<file path="config.mk">
export PLATFORM = sky130hd
export DESIGN_NAME = pending_size_monitor
export DESIGN_NICKNAME = d
export VERILOG_FILES = /design/src/rtl/pending_size_monitor_pkg.sv /design/src/rtl/pending_size_monitor_ch.sv /design/src/rtl/pending_size_monitor.sv
export SDC_FILE = /design/constraint.sdc
export NUM_CORES = 1
export LEC_CHECK = 0
export CORE_MARGIN = 2
export CORE_UTILIZATION = 35
export DETAILED_ROUTE_END_ITERATION = 7
export SKIP_LAST_GASP = 1
export SYNTH_ARGS = -nofsm -noshare
export SYNTH_HDL_FRONTEND = slang
export SYNTH_SLANG_ARGS = --single-unit
</file>
<file path="constraint.sdc">
create_clock -name clk -period 7.9 [get_ports clk]
set_clock_uncertainty 0.15 [all_clocks]
set_input_delay 0.79 -clock clk [delete_from_list [all_inputs] [get_ports clk]]
set_output_delay 0.79 -clock clk [all_outputs]
set_load 0.1 [all_outputs]
</file>
<file path="src/rtl/pending_size_monitor_pkg.sv">
// Shared constants and types for the pending-size monitor: error codes,
// sticky-bit positions and the checker FSM states.
package pending_size_monitor_pkg;

  localparam logic [1:0] ERR_NONE      = 2'b00;
  localparam logic [1:0] ERR_UNDERFLOW = 2'b01;
  localparam logic [1:0] ERR_OVERFLOW  = 2'b10;
  localparam logic [1:0] ERR_MISMATCH  = 2'b11;

  // Bit positions inside each channel's 3-bit sticky field
  localparam int STK_UF = 0;
  localparam int STK_OF = 1;
  localparam int STK_MM = 2;

  typedef enum logic [1:0] {
    WARMUP  = 2'd0,
    RUN     = 2'd1,
    TRIPPED = 2'd2
  } state_t;

endpackage

</file>
<file path="src/rtl/pending_size_monitor_ch.sv">
// One monitored channel: shadow count, high-water mark and combinational
// underflow / overflow / mismatch detection for the current cycle.
module pending_size_monitor_ch
  import pending_size_monitor_pkg::*;
#(
  parameter int SIZE  = 16,
  parameter int INCRW = 8,
  parameter int DECRW = 8,
  parameter int SIZEW = $clog2(SIZE + 1)
) (
  input  logic             clk,
  input  logic             i_reset,
  input  logic [INCRW-1:0] i_incr,
  input  logic [DECRW-1:0] i_decr,
  input  logic [SIZEW-1:0] i_size,
  input  logic             i_mm_en,
  output logic [SIZEW-1:0] o_shadow,
  output logic [SIZEW-1:0] o_high_water,
  output logic             o_uf,
  output logic             o_of,
  output logic             o_mm
);

  localparam int SW = SIZEW + ((INCRW > DECRW) ? INCRW : DECRW) + 2;
  localparam logic signed [SW-1:0] W_LIM = SW'(SIZE);

  logic [SIZEW-1:0]        r_shadow;
  logic [SIZEW-1:0]        r_high_water;
  logic signed [SW-1:0]    w_sum;
  logic [SIZEW-1:0]        w_shadow_nxt;

  always_comb begin
    w_sum = $signed({{(SW-SIZEW){1'b0}}, r_shadow})
          + $signed({{(SW-INCRW){1'b0}}, i_incr})
          - $signed({{(SW-DECRW){1'b0}}, i_decr});
    o_uf = (w_sum < 0);
    o_of = !o_uf && (w_sum > W_LIM);
    // Saturate at the legal range so one bad cycle does not cascade
    if (o_uf)      w_shadow_nxt = '0;
    else if (o_of) w_shadow_nxt = SIZEW'(SIZE);
    else           w_shadow_nxt = w_sum[SIZEW-1:0];
    o_mm = i_mm_en && (i_size != r_shadow);
  end

  always_ff @(posedge clk) begin
    if (i_reset) begin
      r_shadow     <= '0;
      r_high_water <= '0;
    end else begin
      r_shadow <= w_shadow_nxt;
      if (w_shadow_nxt > r_high_water) r_high_water <= w_shadow_nxt;
    end
  end

  assign o_shadow     = r_shadow;
  assign o_high_water = r_high_water;

endmodule

</file>
<file path="src/rtl/pending_size_monitor.sv">
// Multi-channel pending-size checker: FSM, cycle stamp and first-error capture.
// Define PENDING_SIZE_MONITOR_LOG_EN for simulation event/error logging.
module pending_size_monitor
  import pending_size_monitor_pkg::*;
#(
  parameter int NUM_CH = 4,
  parameter int SIZE   = 16,
  parameter int INCRW  = 8,
  parameter int DECRW  = 8,
  localparam int SIZEW = $clog2(SIZE + 1),
  localparam int CHW   = (NUM_CH > 1) ? $clog2(NUM_CH) : 1
) (
  input  logic                    clk,
  input  logic                    reset,
  input  logic [NUM_CH*INCRW-1:0] ch_incr,
  input  logic [NUM_CH*DECRW-1:0] ch_decr,
  input  logic [NUM_CH*SIZEW-1:0] ch_size,
  input  logic                    clear,
  output logic [NUM_CH*SIZEW-1:0] shadow_size,
  output logic [NUM_CH*SIZEW-1:0] high_water,
  output logic [NUM_CH*3-1:0]     err_sticky,
  output logic                    err_valid,
  output logic [CHW-1:0]          err_ch,
  output logic [1:0]              err_code,
  output logic [31:0]             err_cycle
);

  state_t              r_state, w_state_nxt;
  logic [31:0]         r_cycle;
  logic [NUM_CH*3-1:0] r_sticky;
  logic                r_err_valid;
  logic [CHW-1:0]      r_err_ch;
  logic [1:0]          r_err_code;
  logic [31:0]         r_err_cycle;

  logic [NUM_CH*3-1:0] w_evt;
  logic                w_mm_en;
  logic                w_any;
  logic [CHW-1:0]      w_sel_ch;
  logic [1:0]          w_sel_code;
  logic                w_capture;
  logic                w_clr;

  assign w_mm_en = (r_state != WARMUP);

  for (genvar g = 0; g < NUM_CH; g++) begin : g_ch
    pending_size_monitor_ch #(
      .SIZE (SIZE),
      .INCRW(INCRW),
      .DECRW(DECRW),
      .SIZEW(SIZEW)
    ) u_ch (
      .clk         (clk),
      .i_reset     (reset),
      .i_incr      (ch_incr[g*INCRW +: INCRW]),
      .i_decr      (ch_decr[g*DECRW +: DECRW]),
      .i_size      (ch_size[g*SIZEW +: SIZEW]),
      .i_mm_en     (w_mm_en),
      .o_shadow    (shadow_size[g*SIZEW +: SIZEW]),
      .o_high_water(high_water[g*SIZEW +: SIZEW]),
      .o_uf        (w_evt[g*3 + STK_UF]),
      .o_of        (w_evt[g*3 + STK_OF]),
      .o_mm        (w_evt[g*3 + STK_MM])
    );
  end

  // Walk downwards so the lowest erroring channel is the one left selected
  always_comb begin
    w_any      = 1'b0;
    w_sel_ch   = '0;
    w_sel_code = ERR_NONE;
    for (int i = NUM_CH - 1; i >= 0; i--) begin
      if (|w_evt[i*3 +: 3]) begin
        w_any    = 1'b1;
        w_sel_ch = CHW'(i);
        if (w_evt[i*3 + STK_UF])      w_sel_code = ERR_UNDERFLOW;
        else if (w_evt[i*3 + STK_OF]) w_sel_code = ERR_OVERFLOW;
        else                          w_sel_code = ERR_MISMATCH;
      end
    end
  end

  always_comb begin
    w_state_nxt = r_state;
    w_capture   = 1'b0;
    w_clr       = 1'b0;
    case (r_state)
      WARMUP: begin
        w_state_nxt = RUN;
        if (w_any) begin
          w_capture   = 1'b1;
          w_state_nxt = TRIPPED;
        end
      end
      RUN: begin
        if (clear) begin
          w_clr = 1'b1;
        end else if (w_any) begin
          w_capture   = 1'b1;
          w_state_nxt = TRIPPED;
        end
      end
      TRIPPED: begin
        if (clear) begin
          w_clr       = 1'b1;
          w_state_nxt = RUN;
        end
      end
      default: w_state_nxt = WARMUP;
    endcase
  end

  always_ff @(posedge clk) begin
    if (reset) begin
      r_state     <= WARMUP;
      r_cycle     <= '0;
      r_sticky    <= '0;
      r_err_valid <= 1'b0;
      r_err_ch    <= '0;
      r_err_code  <= ERR_NONE;
      r_err_cycle <= '0;
    end else begin
      r_state <= w_state_nxt;
      r_cycle <= r_cycle + 32'd1;
      if (w_clr) begin
        r_sticky    <= '0;
        r_err_valid <= 1'b0;
        r_err_ch    <= '0;
        r_err_code  <= ERR_NONE;
        r_err_cycle <= '0;
      end else begin
        r_sticky <= r_sticky | w_evt;
        if (w_capture) begin
          r_err_valid <= 1'b1;
          r_err_ch    <= w_sel_ch;
          r_err_code  <= w_sel_code;
          r_err_cycle <= r_cycle;
        end
      end
    end
  end

  assign err_sticky = r_sticky;
  assign err_valid  = r_err_valid;
  assign err_ch     = r_err_ch;
  assign err_code   = r_err_code;
  assign err_cycle  = r_err_cycle;

`ifdef PENDING_SIZE_MONITOR_LOG_EN
  always_ff @(posedge clk) begin
    if (!reset) begin
      for (int i = 0; i < NUM_CH; i++) begin
        if ((ch_incr[i*INCRW +: INCRW] != '0) || (ch_decr[i*DECRW +: DECRW] != '0))
          $display("%m t=%0t ch=%0d shadow=%0d incr=%0d decr=%0d", $time, i,
                   shadow_size[i*SIZEW +: SIZEW], ch_incr[i*INCRW +: INCRW],
                   ch_decr[i*DECRW +: DECRW]);
      end
      if (w_capture)
        $display("%m t=%0t first error ch=%0d code=%0b cycle=%0d", $time,
                 w_sel_ch, w_sel_code, r_cycle);
    end
  end
`endif

endmodule

</file>
==> results.toml <==
[sta]
max_freq_mhz = 176.2
max_slew_margin_pct = 30.97
holdWs_ns = 0.3131
worst_pin_slew_ns = 1.032
setup_tns_ns = 0
slew_viol_final = 0
min_period_ns = 5.674
rsz0062_at_grt = "false"
hold_viol = 0
finalCritPeriodShare_pct = 71.83
setup_violations = 0

[clock_tree]
cts_resized = 0
clk_latency_ns = 0.42
cts-root-buf = "clkbuf_16"
cts_buffer_depth = 2
post_cts_buffers = 0
cts_hold_buf = 0
cts.sinks = 123
cts_max_level = 4
cts_made_buffers = 17
cts_tree = "done"
clk_pin_slew_ns = 0.06

[placement]
portBuffers = 175
gp_congestion = 0.7873
dp_hpwl_microns = 14570

[yosys]
synth-edff-count = 0
synth.area.top_cells = "dfxtp_1, ha_1, nor2_1, mux2i_1, fa_1"
ys_ff_latch = 123
syn_area_sq_um = 7914
synth_ff_type = "dfxtp_1"
synth_seq_area_share_pct = 31.11
synth_top_area_share_pct = 31.11
async_reset_ff_share_pct = 0
netlist_instances = 912
synth_area_per_cell_sq_um = 8.677
synth_cell_types = 69
synth_warnings = 0
synth_top_cell_by_area = "dfxtp_1"
synthesis.nets = 1095

[power]
clkPwrFrac_pct = 31.5
power.density_nw_per_um2 = 230.6
leakagePower_uw = 0.004484
switching_share_pct = 40.04
p_seq_share_pct = 28.5
intPower_uw = 1455
ir_drop_v = 0.0001592
p_switching_uw = 971.6
share_comb_of_total_power_pct = 39.9

[floorplanning]
design.core.area_sq_um = 22430
std_cell_rows = 55
io_pins = 176
die-area_sq_um = 23830
die_w_microns = 154.4
die_h_microns = 154.4
initial_core_util_pct = 35.28

[layout]
final_common_cell = "clkdlybuf4s50_1"
fin_nets = 1273
final_cell_mix = "clkdlybuf4s50_1, nor2_1, dfxtp_1"
drive_gt1_share_pct = 4.624
area_growth_syn_to_layout_pct = 33.00
num_antenna_cells = 0

[run]
max_cap_violations = 0

[grt]
grt_overflow = 0
grt_pass1_vias = 6570
grt_util_all_layers_pct = 16.50
antenna_found_initial = 0
grt_max_degree = 78
grt_pass1_wl_microns = 32020

[setup_path]
crit_path_max_incr_delay_ns = 0.56
crit_chain = "clkdlybuf4s50_1 -> inv_1 -> fa_1 -> inv_1 -> ha_1 -> o21ai_0 -> o211ai_1 -> a31oi_1 -> xor2_1 -> nor4_1 -> nor2b_1 -> nor2b_1 -> ha_1 -> nor2b_1 -> o21a_1 -> o21ai_0 -> nand2b_1 -> a21oi_1 -> a31oi_1 -> mux2i_1 -> nor2_1"
cp_max_fo = 6
startpoint_type = "input pin"
critical-path-slowest-cell = "a31oi_1"
worstSetupEndpointType = "flip-flop"
cp_data_arrival_time_ns = 5.80
cp.required_ns = 8.03
timing_worst_setup_path_type = "input pin to flip-flop"
cp_common_cell = "nor2b_1"

[hold_path]
hp-class = "flip-flop to flip-flop"

[routing]
wire_per_inst_microns = 13.64
drc = 0
drtIter0Drc = 291
dr_total_vias = 6679
wl_microns = 18940
dr.pass1.iters = 4
drtAntennaViolNets = 0
routed_via_density = 4.812

[status]
outcome = "complete, no violations"
-- state kept, by name (all words and copies together), names as in the netlist, 2 cells and up --
signal                  cells
r_state                     2
err_cycle                  32
err_code                    2
g_ch.u_ch.o_high_water     20
err_sticky                 12
g_ch.u_ch.o_shadow         20
r_cycle                    32
err_ch                      2
-- cell families after synthesis --
| logic type | Yosys count | synth area share, % |
|---|---|---|
| compound gates | 147 | 13.42 |
| xor+xnor | 60 | 6.640 |
| fa+ha+maj | 96 | 17.45 |
| buf+inv | 141 | 7.020 |
| flops | 123 | 31.11 |
| mux | 53 | 6.767 |
| simple gates | 292 | 17.58 |
-- synth_stat cells (3+ instances only) --
cell        n
fa_1       24
mux2_2      3
mux2i_1    49
nand4_1     7
xor2_1     42
o21ai_1     3
inv_1     122
nand2b_1   12
nand3_1    20
o221ai_1    5
a211oi_1    6
o21ai_0    24
nor4_1      4
nor3_1     21
ha_1       72
o21bai_1    3
nor2_1    134
a21oi_1    30
nor2b_1    22
o21a_1     11
o211ai_1    4
a21o_1     11
a211o_1     4
o31a_1      3
nand2_1    36
buf_6       3
a31oi_1    11
xnor2_1    18
dfxtp_1   123
and3_1     13
o22ai_1     4
clkbuf_1   14
or3_1       6
-- final cells by class --
| cell class | count | area [sq um] |
|---|---|---|
| sequential | 123 | 2462 |
| multi-input combinational | 648 | 4896 |
| inverter | 122 | 457.9 |
| tap | 285 | 356.6 |
| fill | 2189 | 11910 |
| clock inverter | 13 | 130.1 |
| timing repair buffer | 178 | 1769 |
| clock buffer | 19 | 452.9 |
-- metal layers --
metal | vias to the layer above | wire length (microns) | track usage [%]
met5 | - | 0 | 0
met4 | 0 | 132 | 3.836
met3 | 13 | 850 | 3.923
met2 | 127 | 8984 | 28.27
met1 | 3084 | 8970 | 21.11
li1 | 3455 | - | -
-- power by group through the flow --
| stage | registers, uW | logic [uW] | clock network, uW |
|---|---|---|---|
| CTS | 693 | 979 | 789 |
| global route | 698 | 1050 | 817 |
| finish | 693 | 969 | 765 |
| floorplan | 961 | 496 | 0 |
| global placement | 705 | 975 | 0 |
| detailed placement | 706 | 975 | 0 |
-- stage by stage --
| step | total power [uW] | worst slack (ns) | utilization [%] | area [sq um] | std cells |
|---|---|---|---|---|---|
| 3_5_place_dp | 1681 | 1.873 | 44.32 | 9942 | 1356 |
| 5_1_grt | 2565 | 1.678 | 46.92 | 10530 | 1388 |
| 2_1_floorplan | 1457 | 2.795 | - | 7914 | 912 |
| 3_3_place_gp | 1681 | 1.875 | 44.32 | 9942 | 1356 |
| 6_report | 2427 | 2.226 | 46.92 | 10530 | 1388 |
| 4_1_cts | 2461 | 2.314 | 46.92 | 10530 | 1388 |
-- path summary, 6_finish.rpt --
| check | to | from | slack [ns] | cells after the start |
|---|---|---|---|---|
| max | g_ch[0].u_ch.o_high_water[1] | ch_incr[2] | 2.23 | 21 |
| min | err_sticky[9] | err_sticky[9] | 0.31 | 2 |
| max reg2reg | g_ch[0].u_ch.o_high_water[1] | g_ch[0].u_ch.o_shadow[2] | 2.73 | 20 |
| min reg2reg | err_sticky[9] | err_sticky[9] | 0.31 | 2 |
-- worst max-delay path: cells and delay by family --
family,cells,cell delay [ns]
compound gates,7,1.72
simple gates,6,1.24
fa+ha+maj,3,1.05
buf+inv,3,0.55
mux,1,0.26
xor+xnor,1,0.17
Note: power is estimated with default switching activity, not from simulation.
